[config.mk]
export PLATFORM = sky130hd
export DESIGN_NAME = mem_access_pipe
export DESIGN_NICKNAME = d
export VERILOG_FILES = /design/src/rtl/mem_pkg.sv /design/src/rtl/mem_lane_ctl.sv /design/src/rtl/mem_access_pipe.sv
export SDC_FILE = /design/constraint.sdc
export NUM_CORES = 1
export LEC_CHECK = 0
export CAP_MARGIN = 5
export CELL_PAD_IN_SITES_DETAIL_PLACEMENT = 0
export CELL_PAD_IN_SITES_GLOBAL_PLACEMENT = 1
export CORE_UTILIZATION = 25
export DETAILED_ROUTE_END_ITERATION = 7
export GPL_ROUTABILITY_DRIVEN = 0
export PLACE_DENSITY_LB_ADDON = 0.1
export SYNTH_ARGS = -nofsm -noshare
export SYNTH_HDL_FRONTEND = slang
export SYNTH_SLANG_ARGS = --single-unit
[constraint.sdc]
create_clock -name clk -period 2 [get_ports clk]
set_input_delay 0.4 -clock clk [delete_from_list [all_inputs] [get_ports clk]]
set_output_delay 0.4 -clock clk [all_outputs]
set_load 0.1 [all_outputs]
[src/rtl/mem_pkg.sv]
// Load/store op encodings and helpers shared by the memory access stage.
package mem_pkg;

    localparam int LANES = 4;

    typedef enum logic [2:0] {
        MOP_LB  = 3'd0,
        MOP_LH  = 3'd1,
        MOP_LW  = 3'd2,
        MOP_SW  = 3'd3,
        MOP_LBU = 3'd4,
        MOP_LHU = 3'd5,
        MOP_SB  = 3'd6,
        MOP_SH  = 3'd7
    } mop_e;

    function automatic logic mop_is_load(input mop_e op);
        return op inside {MOP_LB, MOP_LH, MOP_LW, MOP_LBU, MOP_LHU};
    endfunction

endpackage

[src/rtl/mem_lane_ctl.sv]
// Combinational byte-lane control: write enables, lane-replicated store data, misalign flag.
// Zero latency; no flow control.
module mem_lane_ctl
    import mem_pkg::*;
(
    input  mop_e             op,
    input  logic [1:0]       lo,
    input  logic [31:0]      wdata,
    output logic [LANES-1:0] we,
    output logic [31:0]      wdata_rep,
    output logic             misalign
);

    always_comb begin
        we        = '0;
        wdata_rep = wdata;
        misalign  = 1'b0;
        case (op)
            MOP_LW, MOP_SW:          misalign = (lo != 2'b00);
            MOP_LH, MOP_LHU, MOP_SH: misalign = lo[0];
            default:                 misalign = 1'b0;
        endcase
        case (op)
            MOP_SW: we = 4'b1111;
            MOP_SH: begin
                we        = lo[1] ? 4'b1100 : 4'b0011;
                wdata_rep = {2{wdata[15:0]}};
            end
            MOP_SB: begin
                we        = 4'b0001 << lo;
                wdata_rep = {4{wdata[7:0]}};
            end
            default: we = '0;
        endcase
        // A misaligned store still occupies the BRAM slot but must not write.
        if (misalign) we = '0;
    end

endmodule

[src/rtl/mem_access_pipe.sv]
// Load/store stage driving a synchronous BRAM; load writeback MEM_LAT+1 cycles after issue.
// One op per cycle, no backpressure; hazard flags in-flight loads for the issue logic.
module mem_access_pipe
    import mem_pkg::*;
#(
    parameter int ADDR_W  = 17,
    parameter int REG_W   = 6,
    parameter int MEM_LAT = 3
) (
    input  logic              clk,
    input  logic              rstn,
    input  logic              in_valid,
    input  logic [2:0]        in_op,
    input  logic [31:0]       in_base,
    input  logic [15:0]       in_imm,
    input  logic [31:0]       in_wdata,
    input  logic [REG_W-1:0]  in_dd,
    input  logic [REG_W-1:0]  q_rs,
    input  logic [REG_W-1:0]  q_rt,
    output logic              hazard,
    output logic [ADDR_W-1:0] d_addr,
    output logic [31:0]       d_wdata,
    output logic              d_en,
    output logic [LANES-1:0]  d_we,
    input  logic [31:0]       d_rdata,
    output logic              wb_valid,
    output logic [REG_W-1:0]  wb_addr,
    output logic [31:0]       wb_data,
    output logic              wb_err
);

    localparam int L = MEM_LAT;

    mop_e             in_mop;
    logic             in_is_load;
    logic [31:0]      ea;
    logic             unused_ea_hi;
    logic [LANES-1:0] lane_we;
    logic [31:0]      lane_wdata;
    logic             lane_misalign;

    assign in_mop       = mop_e'(in_op);
    assign in_is_load   = mop_is_load(in_mop);
    assign ea           = in_base + {{16{in_imm[15]}}, in_imm};
    assign unused_ea_hi = ^ea[31:ADDR_W+2];

    mem_lane_ctl u_lane_ctl (
        .op        (in_mop),
        .lo        (ea[1:0]),
        .wdata     (in_wdata),
        .we        (lane_we),
        .wdata_rep (lane_wdata),
        .misalign  (lane_misalign)
    );

    // Per-stage load tracking; index 1 is the BRAM address stage.
    logic [L:1]            st_ld;
    logic [L:1]            st_err;
    logic [L:1][2:0]       st_op;
    logic [L:1][REG_W-1:0] st_dd;
    logic [L:1][1:0]       st_lo;

    always_ff @(posedge clk) begin
        if (!rstn) begin
            d_en      <= 1'b0;
            d_we      <= '0;
            d_addr    <= '0;
            d_wdata   <= '0;
            st_ld[1]  <= 1'b0;
            st_err[1] <= 1'b0;
            st_op[1]  <= '0;
            st_dd[1]  <= '0;
            st_lo[1]  <= '0;
        end else begin
            d_en      <= in_valid;
            d_we      <= in_valid ? lane_we : '0;
            st_ld[1]  <= in_valid && in_is_load;
            st_err[1] <= lane_misalign;
            st_op[1]  <= in_op;
            st_dd[1]  <= in_dd;
            st_lo[1]  <= ea[1:0];
            if (in_valid) begin
                d_addr  <= ea[ADDR_W+1:2];
                d_wdata <= lane_wdata;
            end
        end
    end

    for (genvar g = 2; g <= L; g++) begin : g_stage
        always_ff @(posedge clk) begin
            if (!rstn) begin
                st_ld[g]  <= 1'b0;
                st_err[g] <= 1'b0;
                st_op[g]  <= '0;
                st_dd[g]  <= '0;
                st_lo[g]  <= '0;
            end else begin
                st_ld[g]  <= st_ld[g-1];
                st_err[g] <= st_err[g-1];
                st_op[g]  <= st_op[g-1];
                st_dd[g]  <= st_dd[g-1];
                st_lo[g]  <= st_lo[g-1];
            end
        end
    end

    mop_e        last_op;
    logic [1:0]  last_lo;
    logic [7:0]  rd_byte;
    logic [15:0] rd_half;
    logic [31:0] rd_ext;
    logic        wb_fire;

    assign last_op = mop_e'(st_op[L]);
    assign last_lo = st_lo[L];
    assign wb_fire = st_ld[L] && (st_dd[L] != '0);

    always_comb begin
        rd_half = last_lo[1] ? d_rdata[31:16] : d_rdata[15:0];
        case (last_lo)
            2'd0:    rd_byte = d_rdata[7:0];
            2'd1:    rd_byte = d_rdata[15:8];
            2'd2:    rd_byte = d_rdata[23:16];
            default: rd_byte = d_rdata[31:24];
        endcase
        case (last_op)
            MOP_LB:  rd_ext = {{24{rd_byte[7]}}, rd_byte};
            MOP_LBU: rd_ext = {24'd0, rd_byte};
            MOP_LH:  rd_ext = {{16{rd_half[15]}}, rd_half};
            MOP_LHU: rd_ext = {16'd0, rd_half};
            MOP_LW:  rd_ext = d_rdata;
            default: rd_ext = '0;
        endcase
    end

    always_ff @(posedge clk) begin
        if (!rstn) begin
            wb_valid <= 1'b0;
            wb_addr  <= '0;
            wb_data  <= '0;
            wb_err   <= 1'b0;
        end else begin
            wb_valid <= wb_fire;
            if (wb_fire) begin
                wb_addr <= st_dd[L];
                wb_err  <= st_err[L];
                wb_data <= st_err[L] ? '0 : rd_ext;
            end
        end
    end

    // Register 0 never hazards: a zero dd never matches because it is excluded outright.
    always_comb begin
        hazard = in_valid && in_is_load && (in_dd != '0) && (in_dd == q_rs || in_dd == q_rt);
        for (int k = 1; k <= L; k++) begin
            if (st_ld[k] && (st_dd[k] != '0) && (st_dd[k] == q_rs || st_dd[k] == q_rt))
                hazard = 1'b1;
        end
    end

endmodule
==> results.md <==
* PortBufs at approximately 220
* Total detailed-routing wirelength at between 20000 and 25000 um
* Synthesis-to-finish area growth at 62.09%
* Num ports at 231
* Warnings from Yosys at 0
* Critical path data arrival time at ~2.0 ns
* Initial antenna violation count at 0
* Routed via count at 6553
* Initial DRT Pass Iterations at 7
* Via count of the first global-routing pass at ~6500
* Number of clock sinks at around 130
* Number of nets produced by synthesis at 912
* Number of cells in the design after placement at about 1400
* # fillers at about 2700
* Maximum Capacitance Violations at 0
* Period utilization at 119.5%
* Cell with the most instances after synthesis: sky130_fd_sc_hd__dfxtp_1
* Highest attainable clock frequency at ~420 MHz
* Setup crit end kind: output port
* Setup slack at placement at -0.6986 ns
* Ratio of cells with drive above 1 in the final layout at a little under a third
* Cell taking the most area after synthesis: sky130_fd_sc_hd__dfxtp_1
* Fin cells at approximately 1400
* Core Footprint at ~0.026 mm2
* Number of distinct standard cells referenced by the synthesized netlist at between 50 and 60
* Via density per instance at approximately 4.6
* RSZ-0062 raised after global routing: yes
* CTS tree: done
* Global route total overflow at 0
* Crit path kind: input port to output port
* Antenna diode instance count at 0
* Post-Synthesis Cell Area at between 0.006 and 0.007 mm2
* Post-synthesis async set-or-reset flop share at 0%
* Run status: finished with violations
* Post-synthesis sequential area ratio at approximately two fifths
* Clk buf depth at 2
* Starting density of the core at between 20% and 30%
* Power per cell area at between 700 and 800 mW/mm2
* Top cell type's share of synthesized area at about two fifths
* Worst max-slew margin expressed relative to the limit at a little over two thirds
* Startpoint type of the worst setup path: input port
* Largest net degree at the start of global routing at 61
* Overall die width at 165.2 um
* CTS H-tree lvls at 4
* Register clock-pin slew on the reported worst setup and hold paths at ~0.06 ns
* Synth top cells by count: 133 x sky130_fd_sc_hd__dfxtp_1, 83 x sky130_fd_sc_hd__nor2_1, 66 x sky130_fd_sc_hd__a21oi_1, 66 x sky130_fd_sc_hd__nand2_1, 45 x sky130_fd_sc_hd__and2_1
* Critical Path Sink: hazard
* Post-synthesis area per instance at 8.798 um2
* FF/Latch Area at roughly 0.0027 mm2
* Overall track demand over capacity in global routing at between 15 and 20%
* Violated checks: design-rule violations, negative setup slack
* Worst-case vdd ir drop at slightly below 0.4 mV
* Shortest period the worst path allows at ~2.4 ns
* Dominant cells by area after synthesis: sky130_fd_sc_hd__dfxtp_1 40%, sky130_fd_sc_hd__xnor2_1 5.5%, sky130_fd_sc_hd__a21oi_1 5.0%
* Top flip-flop cell by instance count after synthesis: sky130_fd_sc_hd__dfxtp_1
* Residual DRC at 26
* Transition time at the pin with the least slew margin at 0.4475 ns
* Synthesis-stage register bit count at 133
* Required time of the worst setup path at 1.60 ns
* Slew Limit Fails at 0
* Total count of hold-check failures in the final report at 0
* Minimum setup slack in the final design at -0.3904 ns
* Depth of the worst register-to-register path at 8
* Placed Instance Area at between 0.009 and 0.01 mm2
* Final TNS setup at -0.3904 ns
* First-pass GRT wire length at 35630 um
* Row count at 59
* Post-synthesis cell count at ~760
* Clock Skews at about 0.0095 ns
* Count of nets after finishing at roughly 1200
* Buffer type at the clock tree root: sky130_fd_sc_hd__clkbuf_16
* Drt first-iter violations at around 320
* Worst hold margin at between 0.3 and 0.4 ns
* Final ANT Viol Nets at 0
* Total leakage power at approximately 4.6 nW
* HP Class: input port to register
* Worst-Skew Late Latency at ~0.42 ns
* Worst-case register-to-register setup slack at about 0.12 ns
* # setup viols final at 1
* Number of synthesized flops with an enable pin at 0
* Final non-filler cell area at 0.01080 mm2
* Hold-fix buffers at CTS at 0
* Crit Reg-Reg Endpoint: wb_data[2]$_SDFFE_PN0P_
* Worst setup path startpoint: q_rt[1]
* Largest fanout of any net on the critical path at 4
* Die height at about 170 um
* Num CTS Buffers at 17
* Origin of the critical flop-to-flop path: last_lo[0]$_SDFF_PN0_
* Routed wirelength normalized by instance count at 16.20 um
* Area taken by multi-input logic gates at approximately 0.0041 mm2
* DP HPWL at 17240 um
* Total die area at roughly 0.027 mm2
-- layout make-up --
cell class | instances | area share [%]
Multi-Input combinational cell | 568 | 37.69
Timing Repair Buffer | 358 | 28.29
Sequential cell | 133 | 24.74
Clock buffer | 18 | 4.068
Tap cell | 335 | 3.883
Clock inverter | 14 | 1.078
Inverter | 7 | 0.2434
-- state kept, by name, summed over array words and instances (netlist names) --
| register | count |
|---|---|
| d_wdata | 32 |
| wb_data | 32 |
| st_dd | 18 |
| d_addr | 17 |
| st_op | 6 |
| wb_addr | 6 |
| d_we | 4 |
| st_lo | 4 |
| last_op | 3 |
| st_err | 3 |
| st_ld | 3 |
| last_lo | 2 |
| d_en | 1 |
| wb_err | 1 |
| wb_valid | 1 |
-- power breakdown --
group	switching (mW)	internal, mW
clock network	1.35	1.65
logic	1.36	0.896
registers	0.0786	2.78
total	2.79	5.32
-- worst max-delay path: stages --
cell,delay [ns]
sky130_fd_sc_hd__clkdlybuf4s50_1,0.40
sky130_fd_sc_hd__buf_4,0.17
sky130_fd_sc_hd__xor2_1,0.17
sky130_fd_sc_hd__o32ai_2,0.34
sky130_fd_sc_hd__o311ai_4,0.17
sky130_fd_sc_hd__o2111ai_4,0.13
sky130_fd_sc_hd__buf_12,0.21
-- logic make-up after synthesis --
kind of cell	share of synthesized area [%]
simple gates	18.82
compound gates	17.87
flops	39.98
xor+xnor	8.022
buf+inv	3.626
mux	8.003
fa+ha+maj	3.682
-- layer usage --
metal	GRT usage [%]	wire, um
met5	0	0
met4	4.754	259
met3	5.120	1654
met2	28.01	10870
met1	21.56	10430
-- worst min path at each step --
stage                              to  slack (ns)  depth (start not counted)           startpoint
2_1_floorplan   last_lo[0]$_SDFF_PN0_        0.41                          1  st_lo[2]$_SDFF_PN0_
3_3_place_gp      st_op[3]$_SDFF_PN0_        0.41                          1  st_op[0]$_SDFF_PN0_
3_5_place_dp      st_lo[3]$_SDFF_PN0_        0.42                          1  st_lo[1]$_SDFF_PN0_
4_1_cts        d_addr[9]$_SDFFE_PN0P_        0.38                          3                 rstn
5_1_grt        d_addr[9]$_SDFFE_PN0P_        0.39                          3                 rstn
6_report       d_addr[9]$_SDFFE_PN0P_        0.38                          3                 rstn
-- stage by stage --
step | power, mW | util [%]
after floorplan | 4.227 | -
after global placement | 5.101 | 37.65
after detailed placement | 5.097 | 37.65
after CTS | 8.182 | 40.35
after global routing | 8.506 | 41.31
final | 8.115 | 41.31
-- cell usage in the layout, fill, tap and decap left out, types with 4 or more instances in the layout --
cell type,synthesis,layout
sky130_fd_sc_hd__nor3_1,9,8
sky130_fd_sc_hd__xnor2_1,42,42
sky130_fd_sc_hd__clkbuf_16,0,18
sky130_fd_sc_hd__dfxtp_1,133,126
sky130_fd_sc_hd__nand4_1,8,8
sky130_fd_sc_hd__a21oi_1,66,60
sky130_fd_sc_hd__buf_4,4,227
sky130_fd_sc_hd__nand2_1,66,66
sky130_fd_sc_hd__nor2b_1,6,6
sky130_fd_sc_hd__inv_1,7,5
sky130_fd_sc_hd__a211oi_1,12,9
sky130_fd_sc_hd__o21ai_1,0,4
sky130_fd_sc_hd__ha_1,18,11
sky130_fd_sc_hd__dlygate4sd2_1,0,19
sky130_fd_sc_hd__a21oi_2,0,5
sky130_fd_sc_hd__mux2i_1,33,33
sky130_fd_sc_hd__a311oi_1,8,8
sky130_fd_sc_hd__nand3_1,23,21
sky130_fd_sc_hd__o211ai_1,6,6
sky130_fd_sc_hd__a222oi_1,7,7
sky130_fd_sc_hd__a221oi_1,8,6
sky130_fd_sc_hd__dfxtp_2,0,7
sky130_fd_sc_hd__o21ai_0,37,29
sky130_fd_sc_hd__nor2_1,83,80
sky130_fd_sc_hd__inv_6,0,6
sky130_fd_sc_hd__and2_1,45,45
sky130_fd_sc_hd__dlymetal6s2s_1,0,5
sky130_fd_sc_hd__buf_12,0,4
sky130_fd_sc_hd__o21ai_2,10,13
sky130_fd_sc_hd__buf_6,0,4
sky130_fd_sc_hd__clkdlybuf4s50_1,0,93
sky130_fd_sc_hd__xor2_1,19,19
sky130_fd_sc_hd__a21o_1,4,4
sky130_fd_sc_hd__mux4_2,8,8
sky130_fd_sc_hd__ha_4,0,7
sky130_fd_sc_hd__clkinvlp_4,0,4
-- what timing repair did --
item                                    4_1_cts  5_1_grt
buffers inserted                              5        8
gates resized for setup                      48       45
pin swaps                                    19       18
cloned                                        0        1
endpoints found under the setup margin       11       40
No activity file was read; power rests on OpenSTA's default activity.
